`src/rtl/tetris_step_scheduler.sv`:
```
// tetris_step_scheduler
// Move sequencer for the falling tetromino. It queues player keys and gravity
// ticks as pending flags and serves them one at a time through the collision
// checker handshake. It then commits or discards each move. When a piece can no
// longer fall it is locked and tested against the top of the well. After that
// the line clear and the next spawn run.
//
// Optional feature: define LOCK_DELAY_EN to give the player one grace window
// after the first failed fall. A committed left/right/rotate re-opens it.
//
// Piece occupancy: `float` row 0 is the top nibble float[15:12], which is bits
// 0..3 when the word is numbered from its MSB. Row r is float[15-4r -: 4].
module tetris_step_scheduler (
    input  logic        clk,
    input  logic        rst_n,
    input  logic        start,
    input  logic        key_left,
    input  logic        key_right,
    input  logic        key_rotate,
    input  logic        key_down,
    input  logic        tick,
    input  logic [4:0]  pos_y,
    input  logic [15:0] float,
    output logic        chk_req,
    output logic [2:0]  chk_op,
    input  logic        chk_ack,
    input  logic        chk_ok,
    output logic        commit,
    output logic        lock,
    output logic        clear_req,
    input  logic        clear_done,
    output logic        spawn,
    output logic        game_over,
    output logic [2:0]  state
);

    typedef enum logic [2:0] {
        S_IDLE  = 3'd0,
        S_SPAWN = 3'd1,
        S_WAIT  = 3'd2,
        S_CHECK = 3'd3,
        S_LOCK  = 3'd4,
        S_CLEAR = 3'd5,
        S_OVER  = 3'd6
    } state_t;

    localparam logic [2:0] OP_DOWN  = 3'd0;
    localparam logic [2:0] OP_LEFT  = 3'd1;
    localparam logic [2:0] OP_RIGHT = 3'd2;
    localparam logic [2:0] OP_ROT   = 3'd3;
    localparam logic [2:0] OP_SPAWN = 3'd4;

    // Pending-flag slots: tick and down share op 0 but keep separate flags.
    localparam int NF     = 5;
    localparam int F_TICK = 0;
    localparam int F_DOWN = 1;
    localparam int F_ROT  = 2;
    localparam int F_LEFT = 3;
    localparam int F_RGHT = 4;

    state_t          state_reg;
    logic            chk_req_reg;
    logic [2:0]      chk_op_reg;
    logic            commit_reg;
    logic            lock_reg;
    logic            clear_req_reg;
    logic            spawn_reg;
    logic            game_over_reg;
`ifdef LOCK_DELAY_EN
    logic            grace_reg;
`endif

    logic [NF-1:0]   req_pulse;
    logic [NF-1:0]   pend;
    logic [NF-1:0]   pick_mask;
    logic [NF-1:0]   issue_clr;
    logic [2:0]      pick_op;
    logic            pick_valid;
    logic            ack_seen;
    logic            flush;
    logic [3:0]      row_hit;
    logic            overflow;

    assign req_pulse = {key_right, key_left, key_rotate, key_down, tick};

    // An ack only counts while the request is actually being presented.
    assign ack_seen = chk_req_reg && chk_ack;

    // Flags are emptied while idle/over and on every path that ends the game.
    assign flush = (state_reg == S_IDLE) || (state_reg == S_OVER)
                || ((state_reg == S_LOCK) && overflow)
                || ((state_reg == S_CHECK) && ack_seen && !chk_ok && (chk_op_reg == OP_SPAWN));

    assign issue_clr = (state_reg == S_WAIT) ? pick_mask : '0;

    genvar gi;
    generate
        for (gi = 0; gi < NF; gi++) begin : g_pend
            logic flag_reg;
            // One sticky request flag per source; a new pulse beats an issue clear.
            always_ff @(posedge clk or negedge rst_n) begin
                if (!rst_n) begin
                    flag_reg <= 1'b0;
                end else if (flush) begin
                    flag_reg <= 1'b0;
                end else if (req_pulse[gi]) begin
                    flag_reg <= 1'b1;
                end else if (issue_clr[gi]) begin
                    flag_reg <= 1'b0;
                end
            end
            assign pend[gi] = flag_reg;
        end

        for (gi = 0; gi < 4; gi++) begin : g_row
            // Row gi overflows when occupied and the anchor is at or below row 23-gi.
            assign row_hit[gi] = (|float[15-4*gi -: 4]) && (pos_y >= 5'(23 - gi));
        end
    endgenerate

    assign overflow = |row_hit;

    // Priority pick: tick/down, then rotate, left, right.
    always_comb begin
        pick_valid = |pend;
        pick_op    = OP_DOWN;
        pick_mask  = '0;
        if (pend[F_TICK] || pend[F_DOWN]) begin
            pick_op   = OP_DOWN;
            pick_mask[F_TICK] = 1'b1;
            pick_mask[F_DOWN] = 1'b1;
        end else if (pend[F_ROT]) begin
            pick_op   = OP_ROT;
            pick_mask[F_ROT] = 1'b1;
        end else if (pend[F_LEFT]) begin
            pick_op   = OP_LEFT;
            pick_mask[F_LEFT] = 1'b1;
        end else if (pend[F_RGHT]) begin
            pick_op   = OP_RIGHT;
            pick_mask[F_RGHT] = 1'b1;
        end
    end

    // Main sequencer with registered handshake and pulse outputs.
    always_ff @(posedge clk or negedge rst_n) begin
        if (!rst_n) begin
            state_reg     <= S_IDLE;
            chk_req_reg   <= 1'b0;
            chk_op_reg    <= OP_DOWN;
            commit_reg    <= 1'b0;
            lock_reg      <= 1'b0;
            clear_req_reg <= 1'b0;
            spawn_reg     <= 1'b0;
            game_over_reg <= 1'b0;
`ifdef LOCK_DELAY_EN
            grace_reg     <= 1'b0;
`endif
        end else begin
            commit_reg <= 1'b0;
            lock_reg   <= 1'b0;
            spawn_reg  <= 1'b0;
            case (state_reg)
                S_IDLE: begin
                    if (start) begin
                        state_reg <= S_SPAWN;
                        spawn_reg <= 1'b1;
`ifdef LOCK_DELAY_EN
                        grace_reg <= 1'b0;
`endif
                    end
                end
                S_SPAWN: begin
                    state_reg  <= S_CHECK;
                    chk_op_reg <= OP_SPAWN;
                end
                S_WAIT: begin
                    if (pick_valid) begin
                        state_reg  <= S_CHECK;
                        chk_op_reg <= pick_op;
                    end
                end
                S_CHECK: begin
                    if (ack_seen) begin
                        chk_req_reg <= 1'b0;
                        if (chk_ok) begin
                            state_reg <= S_WAIT;
                            if (chk_op_reg != OP_SPAWN) begin
                                commit_reg <= 1'b1;
                            end
`ifdef LOCK_DELAY_EN
                            if (chk_op_reg == OP_LEFT || chk_op_reg == OP_RIGHT || chk_op_reg == OP_ROT) begin
                                grace_reg <= 1'b0;
                            end
`endif
                        end else if (chk_op_reg == OP_DOWN) begin
`ifdef LOCK_DELAY_EN
                            if (!grace_reg) begin
                                grace_reg <= 1'b1;
                                state_reg <= S_WAIT;
                            end else begin
                                grace_reg <= 1'b0;
                                state_reg <= S_LOCK;
                                lock_reg  <= 1'b1;
                            end
`else
                            state_reg <= S_LOCK;
                            lock_reg  <= 1'b1;
`endif
                        end else if (chk_op_reg == OP_SPAWN) begin
                            state_reg     <= S_OVER;
                            game_over_reg <= 1'b1;
                        end else begin
                            state_reg <= S_WAIT;
                        end
                    end else begin
                        chk_req_reg <= 1'b1;
                    end
                end
                S_LOCK: begin
                    if (overflow) begin
                        state_reg     <= S_OVER;
                        game_over_reg <= 1'b1;
                    end else begin
                        state_reg     <= S_CLEAR;
                        clear_req_reg <= 1'b1;
                    end
                end
                S_CLEAR: begin
                    if (clear_done) begin
                        clear_req_reg <= 1'b0;
                        state_reg     <= S_SPAWN;
                        spawn_reg     <= 1'b1;
                    end
                end
                S_OVER: begin
                    if (start) begin
                        game_over_reg <= 1'b0;
                        state_reg     <= S_SPAWN;
                        spawn_reg     <= 1'b1;
`ifdef LOCK_DELAY_EN
                        grace_reg     <= 1'b0;
`endif
                    end
                end
                default: begin
                    state_reg <= S_IDLE;
                end
            endcase
        end
    end

    assign chk_req   = chk_req_reg;
    assign chk_op    = chk_op_reg;
    assign commit    = commit_reg;
    assign lock      = lock_reg;
    assign clear_req = clear_req_reg;
    assign spawn     = spawn_reg;
    assign game_over = game_over_reg;
    assign state     = state_reg;

endmodule

```
`config.mk`:
```
export PLATFORM = sky130hd
export DESIGN_NAME = tetris_step_scheduler
export DESIGN_NICKNAME = d
export VERILOG_FILES = /design/src/rtl/tetris_step_scheduler.sv
export SDC_FILE = /design/constraint.sdc
export NUM_CORES = 1
export LEC_CHECK = 0
export CORE_MARGIN = 2
export CORE_UTILIZATION = 45
export DETAILED_ROUTE_END_ITERATION = 16
export DONT_BUFFER_PORTS = 1
export RECOVER_POWER = 100
export SKIP_CTS_REPAIR_TIMING = 1
export SLEW_MARGIN = 30
export SYNTH_ARGS = -nofsm -noshare
export SYNTH_HDL_FRONTEND = slang
export SYNTH_SLANG_ARGS = --single-unit
```
`constraint.sdc`:
```
create_clock -name clk -period 2 [get_ports clk]
set_input_delay 0.2 -clock clk [delete_from_list [all_inputs] [get_ports clk]]
set_output_delay 0.2 -clock clk [all_outputs]
set_load 0.005 [all_outputs]
```
==> flow_metrics.tcl <==
set metrics [dict create \
    via_per_inst 5.98 \
    final_cell_mix "dfrtp_1 (17), o21ai_0 (16), a21oi_1 (12)" \
    fmax_ghz 0.580 \
    r2r_end "state[0]" \
    clk_latency_ns 0.30 \
    yosysSeqAreaShare 0.427 \
    r2r_slack_ns 0.28 \
    ir_drop_mv 0.671 \
    drcViolationCount 0 \
    drt_iter0_drc 12 \
    cp_slowest_cell "or4_1" \
    total_power_mw 1.42 \
    cts_buffer_depth 2 \
    arrival_ns 1.90 \
    ys_types 33 \
    worstPathMaxFanout 4 \
    cts_tree "done" \
    path_buf_inv 0 \
    grt_max_degree 18 \
    power.density_nw_per_um2 1340 \
    area_growth_syn_to_layout_pct 5.90 \
    synth-seq-cells 17 \
    drtPass1Iterations 4 \
    largest_register_ffs 5 \
    grt_antenna_before_repair 0 \
    worst_pin_slew_ns 0.786 \
    outcome "completed" \
    worstPathRequired_ns 2.17 \
    final.period_utilization 0.862 \
    cp_common_cell "or4_1" \
    hp-class "in -> reg" \
    end_kind "flop" \
    coreArea_um2 2150 \
    synthesis.area_per_instance_um2 8.17 \
    ys.warnings.count 0 \
    p_leak_nw 0.435 \
    period_needed_ns 1.72 \
    grt_overflow 0 \
    place_hpwl_um 1690 \
    drive_above_1_share 0.0488 \
    drtAntennaViolNets 0 \
    dieArea_um2 2610 \
    finalSetupViolCount 0 \
    cts_max_level 1 \
    r2r-start "g_pend[2].flag_reg" \
    die_h_um 51.1 \
    synth_edf_count 0 \
    synthArstFlopShare 1.00 \
    final_area_um2 1060 \
    grt_pass1_wl_um 3800 \
    drv_slew 0 \
    mostFrequentLayoutCell "dfrtp_1" \
    hold_viol 0 \
    wl_per_cell_um 14.8 \
    hold_slack_ns 0.00753 \
    rows 17 \
    critPathMaxStageDelay_ns 0.55 \
    path_clk_slew_ns 0.11 \
    die_width_um 51.1 \
    syn_area_um2 997 \
    worst-setup-path-type "reg -> reg" \
    clock_sinks 17 \
    syn_nets 154 \
    skew_ns 0.0110 \
    reg2reg_depth 4 \
    gp_congestion 0.798 \
    via_count 903 \
    diodes 0 \
    dpl_cell_area_um2 1030 \
    root_buffer "clkbuf_4" \
    grt_pass1_vias 893 \
    wl_um 2240 \
    ys.flop_type "dfrtp_1" \
    syn_inst 122 \
    cp_cell_sequence "or4_1 > or4_1 > a31oi_1 > a211oi_1" \
    grt_use_total 0.198 \
    rsz0062_at_grt "no" \
    critPathTopFamily "simple AND/OR/NAND/NOR gates" \
    ios 44 \
    holdPathStages 2 \
    finalSetupTns_ns 0 \
    numPortBuffers 0 \
    hp-start "chk_ok" \
    start_kind "flop" \
    initial_core_util 0.464 \
    drv_cap 0 \
    fin_util 0.492 \
    slew_headroom 0.474 \
    final_nets 156 \
    min_to "commit" \
    cts_buffers 3 \
]
==> how the worst max path moves through the flow <==
stage	startpoint	to	slack [ns]	depth (start not counted)
after floorplan	g_pend[2].flag_reg	state[0]	0.37	4
after global placement	g_pend[2].flag_reg	state[0]	0.33	4
after detailed placement	g_pend[2].flag_reg	state[0]	0.29	4
after CTS	g_pend[2].flag_reg	state[0]	0.28	4
after global routing	g_pend[2].flag_reg	state[0]	0.17	4
final	g_pend[2].flag_reg	state[0]	0.28	4
==> kinds of logic after synthesis <==
kind of cell / count (synthesis) / share of synthesized area
flops: 17 / 0.427
xor+xnor: 1 / 0.00878
simple gates: 40 / 0.213
compound gates: 47 / 0.285
buf+inv: 17 / 0.0665
==> metrics by stage <==
stage               std cells  setup WS, ns
floorplan                 122         0.375
global placement          146         0.334
detailed placement        146         0.294
CTS                       150         0.279
global route              151         0.174
finish                    151         0.276
==> worst register-to-register path: stages (launching register included) <==
cell and delay, ns:
dfrtp_1 0.42, or4_1 0.55, or4_1 0.41, a31oi_1 0.16
a211oi_1 0.06
==> cell usage after synthesis (all sizes together) (2+ instances only) <==
library cell | n | area share
dfrtp | 17 | 0.43
o21ai | 16 | 0.080
a21oi | 12 | 0.060
nor2 | 11 | 0.041
inv | 10 | 0.038
nand2 | 6 | 0.023
a31oi | 5 | 0.031
nor2b | 5 | 0.031
nor4 | 5 | 0.031
clkbuf | 4 | 0.015
buf | 3 | 0.014
nand3 | 3 | 0.015
a21o | 2 | 0.015
nor3 | 2 | 0.010
nor3b | 2 | 0.015
o22ai | 2 | 0.013
o31ai | 2 | 0.015
or4 | 2 | 0.019
==> power by group <==
group	switching, mW	internal [mW]
Sequential	0.179	0.476
Combinational	0.335	0.241
Clock	0.113	0.0745
==> layout make-up <==
cell class              instances  area [µm²]
repair buffers                  4        28.8
inverters                      10        37.5
fillers                       233        1090
flip-flops and latches         17         425
multi-input cells              88         502
well taps                      28        35.0
clock inverters                 1        5.00
clock buffers                   3        22.5
==> layer usage <==
metal  track usage  part of all wire  vias up
li1              -                 -      448
met1         0.256              0.45      422
met2         0.320              0.47       29
met3        0.0351             0.064        4
met4        0.0946             0.014        0
met5             0                 0        -
Power figures use the tool's default switching activity.
